## src/rtl/mem_bus_ctrl_pkg.sv

```systemverilog
// mem_bus_defs: shared types and constants for the memory/bus controller.
// Holds the controller state encoding, the address-region encoding, the
// wait-state counter width and a helper that clamps a wait count to the
// range the counter can hold.
package mem_bus_defs;

    // Width of the wait-state down-counter.
    localparam int CNT_W    = 4;

    // Largest wait count the counter is ever loaded with; larger requests
    // are clamped so the counter never wraps.
    localparam int MAX_WAIT = 14;

    // Controller states.
    typedef enum logic [2:0] {
        IDLE  = 3'd0,
        ADDR  = 3'd1,
        WAITS = 3'd2,
        XFER  = 3'd3,
        RCAP  = 3'd4,
        DONE  = 3'd5
    } state_e;

    // Address regions.
    typedef enum logic {
        REGION_RAM = 1'b0,
        REGION_IO  = 1'b1
    } region_e;

    // Clamp a requested wait count into 0..MAX_WAIT.
    function automatic logic [CNT_W-1:0] clamp_wait(input int w);
        if (w > MAX_WAIT) begin
            return CNT_W'(MAX_WAIT);
        end else if (w < 0) begin
            return '0;
        end else begin
            return CNT_W'(w);
        end
    endfunction

endpackage

```

## src/rtl/mem_bus_ctrl_if.sv

```systemverilog
// mem_bus_ctrl_if: bundle of the core-side bus strobes and the memory-side
// signals seen by the memory/bus controller.
//   slave  : the controller's view (consumes core strobes and memory data).
//   master : the environment's view (core plus memory).
interface mem_bus_ctrl_if;

    // Core side.
    logic [15:0] BusData_in;
    logic [15:0] BusData_out;
    logic        ENB;
    logic        ALE;
    logic        nME;
    logic        RnW;
    logic        nOE;
    logic        nWait;

    // Memory side.
    logic [15:0] MemAddr;
    logic [15:0] MemWData;
    logic        MemWe;
    logic        MemRe;
    logic [15:0] MemRData;

    // Status.
    logic        WrFault;

    modport slave (
        input  BusData_in, ENB, ALE, nME, RnW, nOE, MemRData,
        output BusData_out, nWait, MemAddr, MemWData, MemWe, MemRe, WrFault
    );

    modport master (
        output BusData_in, ENB, ALE, nME, RnW, nOE, MemRData,
        input  BusData_out, nWait, MemAddr, MemWData, MemWe, MemRe, WrFault
    );

endinterface

```

## src/rtl/mem_bus_ctrl_region_decode.sv

```systemverilog
// mem_region_decode: purely combinational address decoder. Classifies an
// address as RAM or IO (IO is everything at or above IO_BASE) and returns
// the clamped wait-state count for that region.
module mem_region_decode
    import mem_bus_defs::*;
#(
    parameter logic [15:0] IO_BASE  = 16'hF000,
    parameter int          RAM_WAIT = 0,
    parameter int          IO_WAIT  = 2
) (
    input  logic [15:0]      i_addr,
    output region_e          o_region,
    output logic [CNT_W-1:0] o_wait_cnt
);

    // Wait counts are fixed per build, so clamp them once here.
    localparam logic [CNT_W-1:0] RAM_CNT = clamp_wait(RAM_WAIT);
    localparam logic [CNT_W-1:0] IO_CNT  = clamp_wait(IO_WAIT);

    // Region select: RAM unless the address reaches the IO window.
    always_comb begin
        o_region   = REGION_RAM;
        o_wait_cnt = RAM_CNT;
        if (i_addr >= IO_BASE) begin
            o_region   = REGION_IO;
            o_wait_cnt = IO_CNT;
        end
    end

endmodule

```

## src/rtl/mem_bus_ctrl.sv

```systemverilog
// mem_bus_ctrl: bridges the core's multiplexed address/data bus strobes
// (ALE, nME, RnW, nOE, ENB) to a synchronous single-port memory.
// The address is latched on ALE, nME low starts the access, the core is
// stalled through nWait for the region's wait states, then a one-cycle
// MemWe or MemRe strobe is issued. Read data arrives on MemRData one cycle
// after MemRe and is registered onto BusData_out.
// Optional build macro: MEM_WRITE_PROTECT_EN -- writes at or below ROM_TOP
// are dropped and raise a sticky WrFault flag. Without it all writes are
// performed and WrFault is tied low.
module mem_bus_ctrl
    import mem_bus_defs::*;
#(
    parameter logic [15:0] IO_BASE  = 16'hF000,
    parameter int          RAM_WAIT = 0,
    parameter int          IO_WAIT  = 2,
    parameter logic [15:0] ROM_TOP  = 16'h0FFF
) (
    input  logic           Clock,
    input  logic           Reset,
    mem_bus_ctrl_if.slave  bus
);

    state_e           r_state, w_state_next;
    logic [CNT_W-1:0] r_cnt,   w_cnt_next;
    logic             r_rnw,   w_rnw_next;
    logic             r_nwait, w_nwait_next;
    logic             r_mem_we, w_mem_we_next;
    logic             r_mem_re, w_mem_re_next;
    logic [15:0]      r_addr,  w_addr_next;
    logic [15:0]      r_wdata, w_wdata_next;
    logic [15:0]      r_rdata, w_rdata_next;

    region_e          w_region;
    logic [CNT_W-1:0] w_wait_cnt;
    logic             w_protected;

    // Region and wait count always follow the latched address, so the
    // counter load in ADDR sees the final (possibly re-latched) address.
    mem_region_decode #(
        .IO_BASE  (IO_BASE),
        .RAM_WAIT (RAM_WAIT),
        .IO_WAIT  (IO_WAIT)
    ) u_region_decode (
        .i_addr     (r_addr),
        .o_region   (w_region),
        .o_wait_cnt (w_wait_cnt)
    );

`ifdef MEM_WRITE_PROTECT_EN
    logic r_wr_fault;
    logic w_fault_set;

    // Only RAM-region addresses can fall inside the protected ROM window.
    assign w_protected = (w_region == REGION_RAM) && (r_addr <= ROM_TOP);

    // A fault is recorded on the same edge a real write would have strobed.
    assign w_fault_set = (r_state == XFER) && !bus.nME && !r_rnw &&
                         bus.ENB && w_protected;

    // Sticky fault flag: set by a blocked write, cleared only by reset.
    always_ff @(posedge Clock) begin
        if (Reset) begin
            r_wr_fault <= 1'b0;
        end else if (w_fault_set) begin
            r_wr_fault <= 1'b1;
        end
    end

    assign bus.WrFault = r_wr_fault;
`else
    // Region and ROM boundary have no consumer when protection is off.
    logic w_unused_region;
    assign w_unused_region = (w_region == REGION_IO) ^ (ROM_TOP == 16'h0000);

    assign w_protected = 1'b0;
    assign bus.WrFault = 1'b0;
`endif

    // State and datapath registers; reset aborts any access in flight.
    always_ff @(posedge Clock) begin
        if (Reset) begin
            r_state  <= IDLE;
            r_cnt    <= '0;
            r_rnw    <= 1'b1;
            r_nwait  <= 1'b1;
            r_mem_we <= 1'b0;
            r_mem_re <= 1'b0;
            r_addr   <= '0;
            r_wdata  <= '0;
            r_rdata  <= '0;
        end else begin
            r_state  <= w_state_next;
            r_cnt    <= w_cnt_next;
            r_rnw    <= w_rnw_next;
            r_nwait  <= w_nwait_next;
            r_mem_we <= w_mem_we_next;
            r_mem_re <= w_mem_re_next;
            r_addr   <= w_addr_next;
            r_wdata  <= w_wdata_next;
            r_rdata  <= w_rdata_next;
        end
    end

    // Next-state and next-output logic for the access sequencer.
    always_comb begin
        w_state_next  = r_state;
        w_cnt_next    = r_cnt;
        w_rnw_next    = r_rnw;
        w_nwait_next  = r_nwait;
        w_mem_we_next = 1'b0;
        w_mem_re_next = 1'b0;
        w_addr_next   = r_addr;
        w_wdata_next  = r_wdata;
        w_rdata_next  = r_rdata;

        case (r_state)
            IDLE: begin
                w_nwait_next = 1'b1;
                if (bus.ALE) begin
                    w_addr_next  = bus.BusData_in;
                    w_state_next = ADDR;
                end
            end

            ADDR: begin
                // A repeated ALE wins over nME so the address is final
                // before the wait count is chosen.
                if (bus.ALE) begin
                    w_addr_next = bus.BusData_in;
                end else if (!bus.nME) begin
                    w_rnw_next   = bus.RnW;
                    w_cnt_next   = w_wait_cnt;
                    w_nwait_next = 1'b0;
                    w_state_next = WAITS;
                end
            end

            WAITS: begin
                if (bus.nME) begin
                    w_nwait_next = 1'b1;
                    w_state_next = IDLE;
                end else if (r_cnt == '0) begin
                    w_state_next = XFER;
                end else begin
                    w_cnt_next = r_cnt - 1'b1;
                end
            end

            XFER: begin
                // Abort has priority so no strobe escapes a cancelled access.
                if (bus.nME) begin
                    w_nwait_next = 1'b1;
                    w_state_next = IDLE;
                end else if (!r_rnw) begin
                    if (bus.ENB) begin
                        w_wdata_next  = bus.BusData_in;
                        w_mem_we_next = !w_protected;
                        w_nwait_next  = 1'b1;
                        w_state_next  = DONE;
                    end
                end else if (!bus.nOE) begin
                    w_mem_re_next = 1'b1;
                    w_state_next  = RCAP;
                end
            end

            RCAP: begin
                // While the strobe is still out the memory has not answered;
                // the data is on MemRData in the cycle after the strobe.
                if (!r_mem_re) begin
                    w_rdata_next = bus.MemRData;
                    w_nwait_next = 1'b1;
                    w_state_next = DONE;
                end
            end

            DONE: begin
                w_nwait_next = 1'b1;
                if (bus.nME) begin
                    w_state_next = IDLE;
                end
            end

            default: begin
                w_nwait_next = 1'b1;
                w_state_next = IDLE;
            end
        endcase
    end

    assign bus.BusData_out = r_rdata;
    assign bus.nWait       = r_nwait;
    assign bus.MemAddr     = r_addr;
    assign bus.MemWData    = r_wdata;
    assign bus.MemWe       = r_mem_we;
    assign bus.MemRe       = r_mem_re;

endmodule

```

## src/flat_wrapper.sv

```systemverilog
// flat-port wrapper written by rule: the top's interface ports become plain ports
module mem_bus_ctrl_flat import mem_bus_defs::*;
#(
    parameter logic [15:0] IO_BASE  = 16'hF000,
    parameter int          RAM_WAIT = 0,
    parameter int          IO_WAIT  = 2,
    parameter logic [15:0] ROM_TOP  = 16'h0FFF
)
  (Clock, Reset, bus_BusData_in, bus_ENB, bus_ALE, bus_nME, bus_RnW, bus_nOE, bus_MemRData, bus_BusData_out, bus_nWait, bus_MemAddr, bus_MemWData, bus_MemWe, bus_MemRe, bus_WrFault);
  mem_bus_ctrl_if bus_i ();
  input  logic Clock;
  input  logic Reset;
  input wire logic [$bits(bus_i.BusData_in)-1:0] bus_BusData_in;
  input wire logic [$bits(bus_i.ENB)-1:0] bus_ENB;
  input wire logic [$bits(bus_i.ALE)-1:0] bus_ALE;
  input wire logic [$bits(bus_i.nME)-1:0] bus_nME;
  input wire logic [$bits(bus_i.RnW)-1:0] bus_RnW;
  input wire logic [$bits(bus_i.nOE)-1:0] bus_nOE;
  input wire logic [$bits(bus_i.MemRData)-1:0] bus_MemRData;
  output wire logic [$bits(bus_i.BusData_out)-1:0] bus_BusData_out;
  output wire logic [$bits(bus_i.nWait)-1:0] bus_nWait;
  output wire logic [$bits(bus_i.MemAddr)-1:0] bus_MemAddr;
  output wire logic [$bits(bus_i.MemWData)-1:0] bus_MemWData;
  output wire logic [$bits(bus_i.MemWe)-1:0] bus_MemWe;
  output wire logic [$bits(bus_i.MemRe)-1:0] bus_MemRe;
  output wire logic [$bits(bus_i.WrFault)-1:0] bus_WrFault;
  assign bus_i.BusData_in = bus_BusData_in;
  assign bus_i.ENB = bus_ENB;
  assign bus_i.ALE = bus_ALE;
  assign bus_i.nME = bus_nME;
  assign bus_i.RnW = bus_RnW;
  assign bus_i.nOE = bus_nOE;
  assign bus_i.MemRData = bus_MemRData;
  assign bus_BusData_out = bus_i.BusData_out;
  assign bus_nWait = bus_i.nWait;
  assign bus_MemAddr = bus_i.MemAddr;
  assign bus_MemWData = bus_i.MemWData;
  assign bus_MemWe = bus_i.MemWe;
  assign bus_MemRe = bus_i.MemRe;
  assign bus_WrFault = bus_i.WrFault;
  mem_bus_ctrl #(.IO_BASE(IO_BASE), .RAM_WAIT(RAM_WAIT), .IO_WAIT(IO_WAIT), .ROM_TOP(ROM_TOP)) u_core (.Clock(Clock), .Reset(Reset), .bus(bus_i));
endmodule
```

## config.mk

```make
export PLATFORM = sky130hd
export DESIGN_NAME = mem_bus_ctrl_flat
export DESIGN_NICKNAME = d
export VERILOG_FILES = /design/src/rtl/mem_bus_ctrl_pkg.sv /design/src/rtl/mem_bus_ctrl_if.sv /design/src/rtl/mem_bus_ctrl_region_decode.sv /design/src/rtl/mem_bus_ctrl.sv /design/src/flat_wrapper.sv
export SDC_FILE = /design/constraint.sdc
export NUM_CORES = 1
export LEC_CHECK = 0
export CAP_MARGIN = 30
export CORE_ASPECT_RATIO = 0.75
export CORE_UTILIZATION = 25
export CTS_CLUSTER_DIAMETER = 60
export DETAILED_ROUTE_END_ITERATION = 10
export PLACE_DENSITY = 0.53
export SLEW_MARGIN = 20
export SYNTH_ARGS = -nofsm -noshare
export SYNTH_HDL_FRONTEND = slang
export SYNTH_SLANG_ARGS = --single-unit
export TNS_END_PERCENT = 1
```

## constraint.sdc

```tcl
create_clock -name Clock -period 3.66 [get_ports Clock]
set_input_delay 0.915 -clock Clock [delete_from_list [all_inputs] [get_ports Clock]]
set_output_delay 0.915 -clock Clock [all_outputs]
set_load 0.03 [all_outputs]
```

# Word-level counts from Yosys, hierarchy flattened
# Cells that the tools add are included.
[classes] bitwise_logic=5 addsub=1 mul=0 n_div=0 n_reduce_logical=13 muxes=28 n_shift=0 eq_ne=18 magnitude_cmp=1
[op_table] operator="2-to-1 mux 3 bit" n=11
[op_table] operator="case mux 3 bit (6 select lines)" n=1
[op_table] operator="greater-or-equal comparator 16 bit, second input constant" n=1
[op_table] operator="2-to-1 mux 4 bit" n=4
[op_table] operator="inequality test 2 bit, second input constant" n=8
[op_table] operator="2-to-1 mux 1 bit" n=9
[op_table] operator="case mux 4 bit (2 select lines)" n=1
[op_table] operator="AND reduction 8 bit" n=1
[op_table] operator="OR reduction 4 bit" n=2
[op_table] operator="== test 3 x 2 -> 1 bit, second input constant" n=2
[op_table] operator="== test 3 bit, second input constant" n=2
[op_table] operator="inequality test 3 bit, second input constant" n=2
[op_table] operator="AND reduction 6 bit" n=1
[op_table] operator="NOT 1 bit" n=5
[op_table] operator="AND reduction 5 bit" n=1
[op_table] operator="zero test 4 bit" n=1
[op_table] operator="inequality test 4 x 3 -> 1 bit, second input constant" n=1
[op_table] operator="inequality test 4 bit, second input constant" n=1
[op_table] operator="case mux 1 bit (4 select lines)" n=1
[op_table] operator="AND reduction 2 bit" n=2
[op_table] operator="AND reduction 4 bit" n=1
[op_table] operator="subtractor 4 x 1 -> 4 bit, second input constant" n=1
[op_table] operator="== test 3 x 1 -> 1 bit, second input constant" n=1
[op_table] operator="zero test 3 bit" n=1
[op_table] operator="other kinds (5)" n=5
[word_totals] word_cells=75 latchBits=0 reg_bits=59 rom_bits=0 input_bits=39 mem_bits_rw=0 memories=0 output_inout_bits=52

# Logic depth before layout (Yosys ltp)
[depth] word_depth=5 mapped_depth=7 ltp_nobuf=7

# Cells and area by module
# From an unflattened synthesis, not the netlist that was laid out.
[hier_totals] hier_cells=282 area_unflattened_um2=2431.1
[modules_own_cells] module="mem_bus_ctrl" seq_area_each_um2=1181.1 area_per_inst_um2=2388.5 instances=1 cells_each=276
[modules_own_cells] module="mem_region_decode" seq_area_each_um2=0.0 area_per_inst_um2=42.5 instances=1 cells_each=6

# Worst setup path after synthesis
# No wires, ideal clock.
[synth_path] path_kind="input to register" from="input bus_nME" to="register u_core.r_cnt[2]" cell_stages=5 setup_slack_ns=1.607 required_ns=3.527 t_arrival_ns=1.919 n_path_buf=0 setup_ns=0.133 cell_sequence="or4b_4 -> o32ai_4 -> nand2_1 -> xor2_1 -> nor3_2"
[synth_between] elab_chain_len=2
[synth_lines] element="from (decl)" line="flat_wrapper.sv:16" source="input wire logic [$bits(bus_i.nME)-1:0] bus_nME;"
[synth_lines] element="inequality test 2 bit (no line)"
[synth_lines] element="AND reduction 5 bit (no line) (*)"
[synth_lines] element="to (signal assigned)" line="mem_bus_ctrl.sv:93" source="r_cnt <= w_cnt_next;"
[synth_lines] element="to (decl)" line="mem_bus_ctrl.sv:24" source="logic [CNT_W-1:0] r_cnt, w_cnt_next;"
# Mark *: on every way between the ends. The rest lies on a longest branch, timed or not.
# A chain may end at the register's enable or synchronous reset.

# Worst setup path after layout
[layout_path] from="input bus_nME" to="register u_core.r_wdata[13] (netlist: u_core.bus.MemWData[13])"
[layout_between] elab_chain_len=2
[layout_lines] element="NOT 1 bit (no line)"
[layout_lines] element="AND reduction 4 bit (no line)"
[layout_lines] element="to (signal assigned)" line="mem_bus_ctrl.sv:99" source="r_wdata <= w_wdata_next;"
[layout_lines] element="to (decl)" line="mem_bus_ctrl.sv:30" source="logic [15:0] r_wdata, w_wdata_next;"
# Every way passes these cells.

==> impl_metrics.ini <==
[critical_path]
path_max_fanout = 17
path_buf_inv = 1
cp-end-kind = flip-flop
startpoint_type = primary input
cp_cell_sequence = clkdlybuf4s50_1, nor4bb_1, nand2b_1, nand2_1, a21oi_1
criticalPathCategory = primary input to flip-flop
slowest_delay_ns = 0.54
critPathTopFamily = simple AND/OR/NAND/NOR gates
crit_required_ns = 3.84
cp_slowest_cell = clkdlybuf4s50_1
cp.arrival_ns = 2.67

[clock_network]
postCtsSetupBuffers = 0
clock_sinks = 59
cts-resized-gates = 0
htreeDepth = 3
cts_tree = yes
clkTransAtPathRegs_ns = 0.05
cts_hold_buf = 0
cts.root.buffer_cell = clkbuf_16
clk_latency_ns = 0.33
cts_buffers = 9
clockBufferDepth = 2

[synthesis]
synth_area_sq_mm = 0.002417
synthFlopType = dfxtp_1
synth_warnings = 0
ys_types = 42
synthCells = 293
avgSynthCellArea_sq_um = 8.250
syn_nets = 334
ys_async_sr_fraction_pct = 0
synth_seq_cells = 59
synth_edf_count = 0
ys_seq_area_share_pct = 48.86

[global_routing]
grt_usage_pct = 13.33
grt_pass1_wl_mm = 9.936
grt_pass1_vias = 2035
antenna_found_initial = 0
grt_max_degree = 56
grt_overflow_total = 0

[power]
powerDensity_mw_per_mm2 = 491.7
p_leak_nw = 1.220
peakVddDrop_mv = 0.2036

[floorplan]
rows = 30
io_pins = 91
initial_core_util_pct = 26.18
die-area_sq_mm = 0.01007
coreArea_sq_mm = 0.009234
die_y_um = 87.16
die_w_um = 115.5

[cells_and_area]
drive_above_1_share_pct = 7.612
final_nets = 417
fillers = 1003
finalNonFillerCells = 509
mostFrequentLayoutCell = nand2_1
n_antenna_cell = 0
areaGrowthSynthToFinish_pct = 50.41
mostFrequentLayoutCells = nand2_1, clkdlybuf4s50_1, dfxtp_1, a21oi_1

[drt]
dr.pass1.iters = 6
post_drt_wl_per_cell_um = 12.55
drcViolationCount = 0
viasPerCell = 4.289
ant_nets = 0
routed_wl_mm = 6.389
drt_iter0_markers = 89
vias = 2183

[timing]
maxSlewHeadroom_pct = 46.56
rsz0062_at_grt = false
fin_skew_ns = 0.008579
setup_viol = 0
finalSetupTns_ns = 0
hold_viol_final = 0
maxSlewViolCount = 0
max_freq_ghz = 0.4012
min_period_ns = 2.492
worstMarginPinSlew_ns = 0.7982
post-route-period-util_pct = 68.10

[placement]
portBuffers = 89
gp_congestion = 0.7549
placed_cells = 493
dp_hpwl_mm = 4.336

[outcome]
outcome = finished clean

[job]
maxCapViolations = 0

[hold_path]
worst_hold_path_type = flip-flop to flip-flop
## path summary, 6_finish.rpt
kind / slack, ns / endpoint / startpoint / cells after the start
max: 1.17 / u_core.bus.MemWData[13] / bus_nME / 5
min: 0.45 / u_core.bus.BusData_out[5] / u_core.bus.BusData_out[5] / 2
max reg2reg: 1.63 / u_core.bus.MemWData[13] / u_core.r_state[1] / 4
min reg2reg: 0.45 / u_core.bus.BusData_out[5] / u_core.bus.BusData_out[5] / 2
## through the flow
step	power, mW	hold WS (ns)	setup WS (ns)	utilization [%]	cell area [sq um]
CTS	1.816	0.4538	1.147	39.38	3636
global placement	1.074	0.4415	0.8812	36.61	3381
finish	1.788	0.4503	1.168	39.38	3636
detailed placement	1.073	0.4470	0.8233	36.61	3381
floorplan	0.9589	0.4599	1.607	-	2417
global route	1.885	0.4714	0.9235	39.38	3636
## metal layers
metal	wire (um)	global-route usage (%)	vias up	part of all wire [%]
met5	0	0	-	0
met1	3096	16.56	978	48
met4	90	5.313	0	1.4
met3	494	6.750	9	7.7
li1	-	-	1132	-
met2	2707	19.49	64	42
## cell type report
class	instances	area, sq um	area share, %
flip-flops and latches	59	1181	32.48
multi-input cells	212	1127	31.00
repair buffers	91	900.9	24.78
clock buffers	13	240.2	6.607
well taps	128	160.2	4.405
clock inverters	3	15.01	0.4129
inverters	3	11.26	0.3097
## sequential cells by signal, summed over array words and instances (netlist names)
name	cells
u_core.bus.MemRe	1
u_core.r_rnw	1
u_core.r_state	3
u_core.bus.BusData_out	16
u_core.bus.MemAddr	16
u_core.r_cnt	4
u_core.bus.MemWe	1
u_core.bus.MemWData	16
u_core.bus.nWait	1
## power by group
part           internal [mW]  switching [mW]  leakage, nW
combinational          0.153           0.177        0.614
clock                  0.453           0.274        0.127
sequential             0.680          0.0505        0.479
total                   1.29           0.501         1.22
## cells by family (layout without fill, tap and decap cells)
family	count (synthesis)	in the layout	synth area share, %
xor gates and xnor gates	2	2	0.7248
muxes	2	2	0.8282
buffers and inverters	22	110	4.503
DFF	59	59	48.86
AOI/OAI and AO/OA	63	63	16.15
and+or+nand+nor	142	142	27.74
other	1	1	0.1551
adders and majority gates	2	2	1.035
## cell usage after synthesis (2+ instances only)
master	count	share of area, %
nor3_1	6	1.2
clkbuf_1	12	1.9
buf_6	2	0.93
nor2_1	9	1.4
nand2_1	101	16
nand2b_1	9	2.3
ha_1	2	1.0
mux2i_1	2	0.83
o21ai_0	4	0.83
buf_2	3	0.62
xor2_1	2	0.72
dfxtp_1	59	49
inv_1	3	0.47
buf_4	2	0.62
a21oi_1	50	10
## worst min-delay path: stages, from the launching register on
cell and delay (ns):
dfxtp_1 0.30, nand2_1 0.05, a21oi_1 0.05
Note: power is estimated with default switching activity, not from simulation.
